<file path="src/rtl/encoder_sample_avs.sv">
//------------------------------------------------------------------------------
// encoder_sample_avs: periodic position/velocity sampler for the quadrature
// counter, exposed through an Avalon-MM slave.          Rev 1.0
//------------------------------------------------------------------------------
`default_nettype none

module encoder_sample_avs #(
    parameter logic [31:0] PERIOD_DEFAULT = 32'd50000,
    parameter logic [31:0] MIN_PERIOD     = 32'd2
) (
    input  logic        clk50,
    input  logic        reset_n,
    input  logic [31:0] count,
    input  logic [2:0]  avs_address,
    input  logic        avs_read,
    input  logic        avs_write,
    input  logic [31:0] avs_writedata,
    output logic [31:0] avs_readdata,
    output logic        sample_irq
);

    localparam logic [2:0] ADDR_CTRL   = 3'd0;
    localparam logic [2:0] ADDR_PERIOD = 3'd1;
    localparam logic [2:0] ADDR_POS    = 3'd2;
    localparam logic [2:0] ADDR_DELTA  = 3'd3;
    localparam logic [2:0] ADDR_LIVE   = 3'd4;
    localparam logic [2:0] ADDR_STATUS = 3'd5;

    logic        enable_q, irq_en_q;
    logic [31:0] period_q, pos_q, delta_q, prev_q;
    logic [31:0] timer_q, timer_d;
    logic        valid_q, valid_d;
    logic        overrun_q, overrun_d;
    logic [15:0] seq_q;
    logic [31:0] readdata_q, readdata_d;
    logic        irq_q;

    logic        wr_ctrl, wr_period, wr_status;
    logic        clr_valid, clr_overrun;
    logic        tick, enable_rise;
    logic [31:0] eff_period, new_eff_period;

    always_comb begin
        wr_ctrl     = avs_write && (avs_address == ADDR_CTRL);
        wr_period   = avs_write && (avs_address == ADDR_PERIOD);
        wr_status   = avs_write && (avs_address == ADDR_STATUS);
        clr_valid   = wr_status && avs_writedata[0];
        clr_overrun = wr_status && avs_writedata[1];
        enable_rise = wr_ctrl && avs_writedata[0] && !enable_q;

        eff_period     = (period_q < MIN_PERIOD) ? MIN_PERIOD : period_q;
        new_eff_period = (avs_writedata < MIN_PERIOD) ? MIN_PERIOD : avs_writedata;

        // A disabling CTRL write or any PERIOD write cancels a tick due this cycle
        tick = enable_q && (timer_q == 32'd0) && !wr_period
               && !(wr_ctrl && !avs_writedata[0]);

        timer_d = timer_q - 32'd1;
        if (wr_period) begin
            timer_d = new_eff_period - 32'd1;
        end else if (!enable_q || tick) begin
            timer_d = eff_period - 32'd1;
        end

        // Set dominates clear; a same-cycle clear of valid also masks overrun
        valid_d = valid_q;
        if (clr_valid) valid_d = 1'b0;
        if (tick)      valid_d = 1'b1;

        overrun_d = overrun_q;
        if (clr_overrun)                      overrun_d = 1'b0;
        if (tick && valid_q && !clr_valid)    overrun_d = 1'b1;

        readdata_d = readdata_q;
        if (avs_read) begin
            case (avs_address)
                ADDR_CTRL:   readdata_d = {30'd0, irq_en_q, enable_q};
                ADDR_PERIOD: readdata_d = period_q;
                ADDR_POS:    readdata_d = pos_q;
                ADDR_DELTA:  readdata_d = delta_q;
                ADDR_LIVE:   readdata_d = count;
                ADDR_STATUS: readdata_d = {seq_q, 14'd0, overrun_q, valid_q};
                default:     readdata_d = 32'd0;
            endcase
        end
    end

    always_ff @(posedge clk50 or negedge reset_n) begin
        if (!reset_n) begin
            enable_q   <= 1'b0;
            irq_en_q   <= 1'b0;
            period_q   <= PERIOD_DEFAULT;
            pos_q      <= 32'd0;
            delta_q    <= 32'd0;
            prev_q     <= 32'd0;
            timer_q    <= 32'd0;
            valid_q    <= 1'b0;
            overrun_q  <= 1'b0;
            seq_q      <= 16'd0;
            readdata_q <= 32'd0;
            irq_q      <= 1'b0;
        end else begin
            if (wr_ctrl) begin
                enable_q <= avs_writedata[0];
                irq_en_q <= avs_writedata[1];
            end
            if (wr_period) begin
                period_q <= avs_writedata;
            end
            if (enable_rise) begin
                prev_q <= count;
            end
            if (tick) begin
                pos_q   <= count;
                delta_q <= count - prev_q;
                prev_q  <= count;
                seq_q   <= seq_q + 16'd1;
            end
            timer_q    <= timer_d;
            valid_q    <= valid_d;
            overrun_q  <= overrun_d;
            readdata_q <= readdata_d;
            irq_q      <= irq_en_q & valid_q;
        end
    end

    assign avs_readdata = readdata_q;
    assign sample_irq   = irq_q;

endmodule

`default_nettype wire

</file>
<file path="config.mk">
export PLATFORM = sky130hd
export DESIGN_NAME = encoder_sample_avs
export DESIGN_NICKNAME = d
export VERILOG_FILES = /design/src/rtl/encoder_sample_avs.sv
export SDC_FILE = /design/constraint.sdc
export NUM_CORES = 1
export LEC_CHECK = 0
export BUFFER_PORTS_ARGS = -buffer_cell sky130_fd_sc_hd__buf_4
export CORE_MARGIN = 4
export CORE_UTILIZATION = 35
export DETAILED_ROUTE_END_ITERATION = 8
export GPL_TIMING_DRIVEN = 0
export PLACE_DENSITY = 0.53
export SYNTH_ARGS = -nofsm -noshare
export SYNTH_HDL_FRONTEND = slang
export SYNTH_SLANG_ARGS = --single-unit
</file>
<file path="constraint.sdc">
create_clock -name clk50 -period 6.7 [get_ports clk50]
set_clock_uncertainty 0.05 [all_clocks]
set_input_delay 0.335 -clock clk50 [delete_from_list [all_inputs] [get_ports clk50]]
set_output_delay 0.335 -clock clk50 [all_outputs]
set_load 0.005 [all_outputs]
</file>
# Yosys cells after proc, flatten, opt, wreduce, memory -nomap -nowiden
# Index checks and enable logic that the tools add are counted.
# op_classes
eq_ne	5
div	0
n_lt_le_gt_ge	2
muxes	11
addsub	5
n_reduce_logical	24
mul	0
bitwise_logic	1
shift	0
# ops
op	count
2-to-1 mux 32 bit	6
one-hot mux 32 bit (6 select lines)	1
subtractor 32 x 1 -> 32 bit, second input constant	3
< comparator 32 x 2 -> 1 bit, second input constant	2
logical NOT 32 bit	1
subtractor 32 bit	1
adder 16 x 1 -> 16 bit, second input constant	1
logical AND 1 bit	13
equality test 3 x 2 -> 1 bit, second input constant	2
equality test 3 bit, second input constant	2
nonzero test 2 bit	3
logical NOT 1 bit	5
2-to-1 mux 1 bit	4
equality test 3 x 1 -> 1 bit, second input constant	1
logical NOT 3 bit	1
bitwise AND 1 bit	1
logical OR 1 bit	1
# totals
mem_bits_rw	0
regBits	213
memories	0
mem_bits_ro	0
latchBits	0

# Longest topological paths before layout
# Gate-level depths: netlist (run 1).
# logic_depth
depth_word	8
mapped_depth	15

# Least setup slack after synthesis (run 1)
# OpenSTA, ideal clock, no wires.
# synth_timing
path_kind	reg2reg
from	reg timer_q[19]
to	reg timer_q[20]
t_arrival_ns	3.313
path_buffers	2
path_slack_ns	3.211
stages_incl_launch_ff	14
cell_sequence	dfrtp_1 nor4_1 o2111ai_4 o31a_4 buf_8 a31oi_1 ha_1 and4b_1 nand3_1 or2_1 buf_4 nor3_2 o211ai_1 xnor2_1
# synth_via
elab_chain_cells	7
# synth_lines
element	line	source
start: declaration	31	logic [31:0] timer_q, timer_d;
start signal: assignment	119	timer_q <= timer_d;
branches (longest 5 deep; another with subtractor 32 x 1 -> 32 bit)	--	
2-to-1 mux 32 bit *	61	end else if (!enable_q || tick) begin
2-to-1 mux 32 bit *	59	if (wr_period) begin
via timer_d[20]	31	
# Mark *: on every way through the listed nets, which the timed path passes.
# A chain may end at the register's enable or synchronous reset.

# Worst setup path in the final report (run 1)
# layout_timing
from	reg timer_q[4]
to	reg timer_q[20]
# Same word-level chain as after synthesis.

==> impl_metrics.yaml, run 1 <==
worst_setup_path:
  cp.required_ns: 7.07
  path_delay_family: "simple AND/OR/NAND/NOR gates"
  worstPathCellList: "nor4_1 -> nand4_1 -> o31a_4 -> buf_8 -> a31oi_1 -> ha_1 -> and4b_1 -> nand3_1 -> or2_1 -> buf_4 -> nor3_2 -> o211ai_1 -> xnor2_1"
  crit_path_top_delay_cell: "nor4_1"
  max_stage_delay_ns: 0.56
  path_class: "reg -> reg"
  crit_path_max_fanout: 10
  path_buf_inv: 2
  cp.arrival_ns: 4.78
  crit_path_end_kind: "register"
  critPathLaunchType: "register"
synthesis:
  synth_top_area_share_pct: 42.4
  ys_top_cells_by_count: "nand2_1 (322), dfrtp_1 (207), o21ai_0 (100)"
  synth_area_leader_cell: "dfrtp_1"
  synth-seq-area-share_pct: 43.7
  async_flop_share_pct: 100
  syn-mean-instance-area_um2: 8.68
  synth.distinct_cells: 71
  synth-edff-count: 0
  yosys_warnings: 0
  syn_nets: 1511
  yosysMostFrequentCell: "nand2_1"
  ys_seq_elements: 213
  netlist_area_mm2: 0.0122
  synth.area.top_cells: "dfrtp_1 (42%), nand2_1 (9.9%), o21ai_0 (4.1%)"
  synth_flop_cell: "dfrtp_1"
  syn-instance-count: 1406
clock_tree:
  cts_tree: "yes"
  clockRootBuffer: "clkbuf_16"
  hold_buffers: 42
  ctsResizeCount: 0
  cts_buffer_depth: 3
  htreeDepth: 1
  cts_buffers: 27
  clock_latency_ns: 0.54
  cts_sinks: 213
  clk_pin_slew_ns: 0.06
  post_cts_buffers: 0
status:
  status: "completed"
timing:
  setup_viol: 0
  rsz0062_at_grt: "no"
  max_clock_freq_mhz: 227
  hold_ws_ns: 0.00958
  period_needed_ns: 4.41
  max_slew_margin_pct: 39.1
  min_period_over_period_pct: 65.8
  hold_viol: 0
  worst_slew_pin_slew_ns: 0.904
  maxSlewViolCount: 0
  fin_tns_setup_ns: 0
placement:
  place_congestion: 0.914
  hpwlAfterDp_mm: 31.7
  portBuffers: 102
  place_area_mm2: 0.0136
pwr:
  ir_drop_mv: 0.178
  power_frac_comb_pct: 27.5
  power_switching_share_pct: 33.6
  finalPower_mw: 4.15
  p_int_mw: 2.76
  p_leak_nw: 6.75
  power_switching_mw: 1.40
  power_frac_seq_pct: 39.2
  clkPwrFrac_pct: 33.3
  p_per_area_mw_per_mm2: 280
route:
  antenna_left: 0
  route.detailed.drc: 0
  drt_iter0_markers: 896
  maxUsedRoutingLayer: "met5"
  drt_wl_total_mm: 41.8
  wl_met1_mm: 18.9
  via_per_inst: 5.38
  drt_pre_antenna_iters: 5
  wl_met2_mm: 19.2
  drt-wirelength-per-cell_um: 20.3
  via_count: 11100
  wl_met3_mm: 2.64
run:
  drv_cap: 0
floorplan:
  start_util_pct: 35.4
  coreArea_mm2: 0.0345
  die_area_mm2: 0.0379
  die_x_um: 195
  num_rows: 68
  die_h_um: 195
  pin_count: 104
global_route:
  grt_pass1_vias: 11100
  antenna_found_initial: 1
  grt_max_degree: 98
  grt_first_pass_wirelength_mm: 65.3
  grt-ovfl-total: 0
  grt_use_total_pct: 21.5
final_layout:
  drive_above_1_share_pct: 13.0
  design_area_mm2: 0.0149
  area_delta_synth_final_pct: 21.7
  final_util_pct: 43.1
  antennaDiodeCount: 0
  nFillCells: 3512
  nets: 1686
hold_path:
  min_path_type: "in -> reg"
worst paths after layout:
path / from / endpoint / slack (ns) / cells after the start
min: avs_writedata[5] / period_q[5] / 0.01 / 3
max: timer_q[4] / timer_q[20] / 2.29 / 13
max in group asynchronous: reset_n / period_q[9] / 5.21 / 4
min in group asynchronous: reset_n / timer_q[20] / 0.19 / 2
max reg2reg: timer_q[4] / timer_q[20] / 2.29 / 13
min reg2reg: pos_q[13] / pos_q[13] / 0.42 / 2
power groups by stage:
stage / Clock [mW] / Combinational [mW] / Sequential [mW]
2_1_floorplan: 0 / 0.789 / 1.57
3_3_place_gp: 0 / 1.10 / 1.64
3_5_place_dp: 0 / 1.12 / 1.64
4_1_cts: 1.41 / 1.14 / 1.62
5_1_grt: 1.46 / 1.27 / 1.64
6_report: 1.38 / 1.14 / 1.63
metal layers:
metal  GRT usage [%]  vias up
met5               0        -
li1                -     5261
met3            3.50       78
met2            35.0      362
met1            30.2     5351
met4            5.46        2
final cells by class:
class	instances	area (um2)	area share, %
timing repair buffer	146	1250	8.41
multi-input combinational	1057	6350	42.8
buffer	75	298	2.00
inverter	61	229	1.54
clock buffer	47	821	5.53
sequential	213	5340	35.9
tap	455	569	3.83
worst register-to-register path: cells and delay by family, from the launching register on:
family	cells	cell delay [ns]
xor gates and xnor gates	1	0.15
buffers and inverters	2	0.34
DFF	1	0.41
AOI/OAI and AO/OA	3	1.01
and+or+nand+nor	6	2.06
adders and majority gates	1	0.26
metrics by stage:
step / instances / worst slack [ns]
5_1_grt: 2054 / 1.97
6_report: 2054 / 2.29
4_1_cts: 2054 / 2.26
3_5_place_dp: 1965 / 2.32
2_1_floorplan: 1406 / 3.21
3_3_place_gp: 1963 / 2.29
flip-flops by register name, summed over array words and instances, names as in the netlist:
register	flops
pos_q	32
timer_q	32
avs_readdata	32
delta_q	32
irq_en_q	1
enable_q	1
sample_irq	1
overrun_q	1
period_q	32
valid_q	1
prev_q	32
seq_q	16
placed cells by master (no fill, tap or decap), types with 5 or more instances in the layout:
cell type      synthesis  final
a211oi_1               9      9
a21o_1                14     14
a21oi_1               78     78
a22oi_1               13     13
a31oi_1                7      7
and2_1                 8      8
and3_1                 7      7
buf_1                 15     15
buf_4                  1    102
clkbuf_1              57     70
clkbuf_16              0     27
clkbuf_8               0      7
dfrtp_1              207    207
dfstp_2                6      6
dlygate4sd3_1          0     42
ha_1                  33     33
inv_1                 61     61
mux2_2                39     39
mux2i_1               36     36
nand2_1              322    322
nand2b_1               7      7
nand3_1               28     28
nand3b_1              10     10
nand4_1               17     17
nor2_1                83     83
nor3_1                25     24
nor4_1                26     26
o211ai_1               9      9
o21a_1                20     20
o21ai_0              100    100
o221ai_1              12     12
o22ai_1               16     16
or2_2                  5      5
or3_1                  5      5
xnor2_1               39     39
xor2_1                30     30
kinds of logic (layout without fill, tap and decap cells):
family	count (synthesis)	count (layout)	share of synthesized area, %
AOI/OAI and AO/OA	308	308	15.7
adders and majority gates	34	34	3.55
xor gates and xnor gates	69	69	4.95
buffers and inverters	136	329	4.31
DFF	213	213	43.7
muxes	75	75	6.55
and+or+nand+nor	571	571	21.2
(Power assumes the default switching activity.)
==> run 2, diff against run 1 <==
- ABC_AREA: unset -> 1
- PLACE_DENSITY: 0.53 -> 0.52
- clock period: 6.7 -> 4.5 ns (I/O delays scaled with it)
==> run 2 against run 1 <==
Against the previous run:
- area after synthesis grew 3.6%
- register-to-register slack lost 1.2 ns
- critical path type unchanged
- setup slack worse by 1.2 ns
- flip-flop and latch count stayed put
- first-iteration DRC count rose by 16%
- non-clock buffer count rose by 2
- critical endpoint is now timer_q[16]
- design area rose by 4.9%
==> impl_metrics.yaml, run 2 <==
timing:
  setup_ws_ns: 1.10
  hold_ws_ns: 0.0195
  max_slew_margin_pct: 31.3
  min_period_over_period_pct: 75.5
  rsz0062_at_grt: "no"
  worst_slew_pin_slew_ns: 1.02
  max_clock_freq_mhz: 294
  fin_tns_setup_ns: 0
  hold_viol: 0
  maxSlewViolCount: 0
  period_needed_ns: 3.40
  setup_viol: 0
route:
  route.detailed.drc: 0
  drt_wl_total_mm: 45.5
  via_per_inst: 5.11
  drt_pre_antenna_iters: 6
  antenna_left: 0
  via_count: 12400
  drt_iter0_markers: 1037
  drt-wirelength-per-cell_um: 18.7
floorplan:
  die_h_um: 198
  die_area_mm2: 0.0392
  num_rows: 69
  die_x_um: 198
  pin_count: 104
  start_util_pct: 35.6
  coreArea_mm2: 0.0356
status:
  status: "completed"
placement:
  portBuffers: 102
  dp_slack_ns: 1.15
  hpwlAfterDp_mm: 35.8
  place_congestion: 0.941
final_layout:
  nFillCells: 3696
  seqCellArea_mm2: 0.00534
  drive_above_1_share_pct: 10.0
  nets: 2053
  antennaDiodeCount: 0
  mostFrequentLayoutCell: "nand2_1"
  multiInputGateArea_mm2: 0.00622
  final_cell_mix: "nand2_1 (545), inv_1 (221), dfrtp_1 (207), nor2_1 (172), o21ai_0 (152)"
  area_delta_synth_final_pct: 23.1
  final_util_pct: 43.8
worst_setup_path:
  path_class: "reg -> reg"
  crit_path_end_kind: "register"
  cp.required_ns: 4.87
  crit_path_max_fanout: 10
  critPathLaunchType: "register"
  cp.arrival_ns: 3.77
clock_tree:
  cts_buffer_depth: 3
  ctsResizeCount: 0
  clk_pin_slew_ns: 0.06
  hold_buffers: 62
  post_cts_buffers: 0
  clock_latency_ns: 0.54
  cts_buffers: 26
  clockRootBuffer: "clkbuf_16"
  htreeDepth: 1
  cts_tree: "yes"
  cts_sinks: 213
synthesis:
  ys_seq_elements: 213
  synth.distinct_cells: 51
  syn-mean-instance-area_um2: 7.22
  netlist_area_mm2: 0.0126
  yosysMostFrequentCell: "nand2_1"
  synth-edff-count: 0
  async_flop_share_pct: 100
  synth_top_area_share_pct: 40.9
  ys_top_cells_by_count: "nand2_1 (545), inv_1 (221), dfrtp_1 (207)"
  synth_area_leader_cell: "dfrtp_1"
  synth-seq-area-share_pct: 42.2
  yosys_warnings: 0
  syn-instance-count: 1753
  synth_flop_cell: "dfrtp_1"
  synth.area.top_cells: "dfrtp_1 (41%), nand2_1 (16%), inv_1 (6.6%)"
  syn_nets: 1858
global_route:
  grt_first_pass_wirelength_mm: 70.1
  grt_use_total_pct: 23.0
  grt_max_degree: 101
  grt_pass1_vias: 12100
  grt-ovfl-total: 0
  antenna_found_initial: 1
pwr:
  p_per_area_mw_per_mm2: 445
  p_leak_nw: 7.89
  ir_drop_mv: 0.259
  finalPower_mw: 6.94
run:
  drv_cap: 0
hold_path:
  min_path_type: "in -> reg"
run 2: final cells by class:
cell class,count,area share (%)
clock buffers,39,5.01
plain buffers,56,1.56
flip-flops and latches,213,34.3
inverters,227,5.47
repair buffers,167,9.37
multi-input cells,1257,39.9
clock inverters,7,0.707
well taps,461,3.70
run 2: per-stage QoR:
step	std cells	area [um2]
global placement	2316	14000
global route	2427	15600
detailed placement	2318	14100
CTS	2426	15600
floorplan	1753	12600
finish	2427	15600
run 2: worst paths after layout:
| path | cells after the start | slack [ns] | from | end |
|---|---|---|---|---|
| setup / recovery | 17 | 1.10 | timer_q[13] | timer_q[16] |
| hold / removal | 3 | 0.02 | count[31] | prev_q[31] |
| setup reg to reg | 17 | 1.10 | timer_q[13] | timer_q[16] |
| hold reg to reg | 2 | 0.43 | avs_readdata[19] | avs_readdata[19] |
| max in group asynchronous | 3 | 3.53 | reset_n | timer_q[31] |
| min in group asynchronous | 2 | 0.06 | reset_n | prev_q[12] |
run 2: logic make-up after synthesis:
group | after synthesis | synth area share [%]
simple gates | 868 | 28.4
compound gates | 307 | 14.0
buf+inv | 283 | 8.65
flops | 213 | 42.2
xor+xnor | 47 | 3.25
fa+ha+maj | 34 | 3.42
mux | 1 | 0.0791
run 2: metal layers:
metal  track usage, %  wire [um]  share of wire [%]
met5                0          0                  0
met4             5.61       1170                2.6
met3             2.81       2480                5.5
met2             35.3      19700                 43
met1             34.6      22200                 49
run 2: power breakdown:
group / switching, mW / internal [mW]
Sequential: 0.186 / 2.21
Clock: 0.855 / 1.36
Combinational: 1.51 / 0.819
run 2: worst max-delay path, stage by stage, from the launching register on:
cell and delay, ns:
dfrtp_1 0.44, nor2_1 0.11, nand2_1 0.07, nor2_1 0.17, nand2_1 0.15, nor2_2 0.15, nand2_4 0.11, nand2_2 0.09
buf_4 0.18, nand2_1 0.10, a31oi_2 0.27, ha_1 0.36, inv_1 0.10, nor2_1 0.15, nand2_1 0.14, nor2_1 0.37
nand2_1 0.12, xor2_1 0.15
==> run 3, diff against run 2 <==
- PLACE_DENSITY: 0.52 -> 0.54
- clock period: 4.5 -> 3 ns (I/O delays scaled with it)
==> run 3 against run 2 <==
Against the previous run:
- register-to-register slack got worse by 0.93 ns
- highest routed layer unchanged
- critical endpoint is now timer_q[24]
- setup slack worse by 0.93 ns
- non-clock buffer count rose by 10
- sequential share of layout area fell by 0.72 points
- combinational power increased by 53%
- maximum frequency rose by 20%
- utilization up 0.94 points
- clock-buffer cell count fell by 2
- cell count rose by 0.54%
- global-route usage is 0.46 points lower
- worst hold slack got worse by 0.0093 ns
==> impl_metrics.yaml, run 3 (synthesis results as in run 2) <==
timing:
  fin_tns_setup_ns: 0
  period_needed_ns: 2.83
  hold_ws_ns: 0.0102
  min_period_over_period_pct: 94.3
  setup_viol: 0
  hold_viol: 0
  worst_slew_pin_slew_ns: 0.812
  max_slew_margin_pct: 45.8
  rsz0062_at_grt: "no"
  max_clock_freq_mhz: 354
  maxSlewViolCount: 0
final_layout:
  mostFrequentLayoutCell: "nand2_1"
  final_cell_mix: "nand2_1 (542), inv_1 (221), dfrtp_1 (207), nor2_1 (166), o21ai_0 (150)"
  design_area_mm2: 0.0159
  fin_cells: 2440
  nets: 2063
  nFillCells: 3712
  final_util_pct: 44.7
  drive_above_1_share_pct: 11.3
  area_delta_synth_final_pct: 25.8
hold_path:
  min_path_type: "in -> async"
worst_setup_path:
  path_delay_family: "simple AND/OR/NAND/NOR gates"
  r2r_slack_ns: 0.17
  path_buf_inv: 2
  crit_path_top_delay_cell: "dfrtp_1"
  cp_common_cell: "nand2_1"
  worstPathCellList: "nor2_1 -> nand2_1 -> nor2_2 -> nand2_2 -> nor2_2 -> nand2_4 -> nand2_2 -> buf_6 -> nand2_1 -> a31oi_4 -> ha_4 -> inv_1 -> nor2_2 -> nand2_2 -> nor2_4 -> nand3_1 -> nand2_1 -> nand2_1"
  critPathLaunchType: "register"
  path_class: "reg -> reg"
  cp.required_ns: 3.36
  cp.arrival_ns: 3.19
  crit_path_end_kind: "register"
  max_stage_delay_ns: 0.44
  crit_path_max_fanout: 10
route:
  drt_wl_total_mm: 44.8
  via_count: 12500
  drt_pre_antenna_iters: 5
  drt_iter0_markers: 1006
  route.detailed.drc: 0
  antenna_left: 0
  via_per_inst: 5.12
  drt-wirelength-per-cell_um: 18.4
clock_tree:
  cts_buffers: 26
  clock_latency_ns: 0.54
  cts_tree: "yes"
  htreeDepth: 1
  clockRootBuffer: "clkbuf_16"
  cts_sinks: 213
  clk_pin_slew_ns: 0.06
  cts_buffer_depth: 3
pwr:
  p_per_area_mw_per_mm2: 681
  p_leak_nw: 8.00
  ir_drop_mv: 0.414
placement:
  place_area_mm2: 0.0141
  dp.cells: 2318
  portBuffers: 102
  place_congestion: 0.958
  hpwlAfterDp_mm: 34.9
floorplan:
  num_rows: 69
  coreArea_mm2: 0.0356
  pin_count: 104
  die_h_um: 198
  die_area_mm2: 0.0392
  start_util_pct: 35.6
  die_x_um: 198
run:
  drv_cap: 0
global_route:
  grt-ovfl-total: 0
  grt_max_degree: 96
  grt_use_total_pct: 22.5
  grt_first_pass_wirelength_mm: 69.6
  antenna_found_initial: 0
  grt_pass1_vias: 12300
status:
  status: "completed"
-- run 3: cell types whose count changed in the layout (fill, tap and decap cells not counted), sizes merged --
cell / delta
clkinvlp: +3
buf: +3
clkinv: -2
clkbuf: -2
diode: +1
dlygate4sd3: +7
bufinv: +3
-- run 3: worst register-to-register path: cells and delay by family, from the launching register on --
kind	cells	cell delay [ns]
simple gates	14	1.60
compound gates	1	0.21
flops	1	0.44
fa+ha+maj	1	0.20
buf+inv	2	0.22
-- run 3: final cells by class --
class | instances | area [um2] | share of cell area [%]
Buffer | 56 | 248 | 1.56
Timing Repair Buffer | 177 | 1550 | 9.75
Clock buffer | 37 | 793 | 4.99
Clock inverter | 11 | 213 | 1.34
Sequential cell | 213 | 5340 | 33.5
Inverter | 227 | 852 | 5.36
Antenna cell | 1 | 2.50 | 0.0157
Tap cell | 461 | 577 | 3.63
Multi-Input combinational cell | 1257 | 6340 | 39.8
-- run 3: where the power goes --
part           switching, mW  internal, mW
clock network           1.32          2.35
registers              0.279          3.31
logic                   2.29          1.28
-- run 3: per-layer routing --
layer | track usage, % | up-vias | wire length (um)
met5 | 0 | - | 0
met4 | 5.99 | 0 | 1240
met3 | 3.15 | 67 | 2790
met2 | 34.7 | 376 | 19500
met1 | 33.4 | 5998 | 21300
li1 | - | 6041 | -
-- run 3: worst paths after layout --
| check | startpoint | endpoint | cells after the start |
|---|---|---|---|
| min | reset_n | timer_q[31] | 2 |
| max in group asynchronous | reset_n | period_q[9] | 4 |
| min reg2reg | avs_readdata[19] | avs_readdata[19] | 2 |
| min in group clk50 | avs_address[2] | irq_en_q | 4 |
| max reg2reg | timer_q[13] | timer_q[24] | 18 |
| max | timer_q[13] | timer_q[24] | 18 |
-- run 3: per-stage QoR --
stage	power (mW)	setup WS (ns)
global placement	6.97	-0.345
CTS	10.8	0.00117
floorplan	5.88	0.392
global route	11.5	0.000193
detailed placement	6.99	-0.335
finish	10.8	0.171
-- run 3: repair_timing --
item,4_1_cts,5_1_grt
setup buffers,1,2
hold endpoints to repair,222,0
hold buffers,70,0
gates resized for setup,8,24
setup endpoints to repair,17,24
pin swaps,1,3
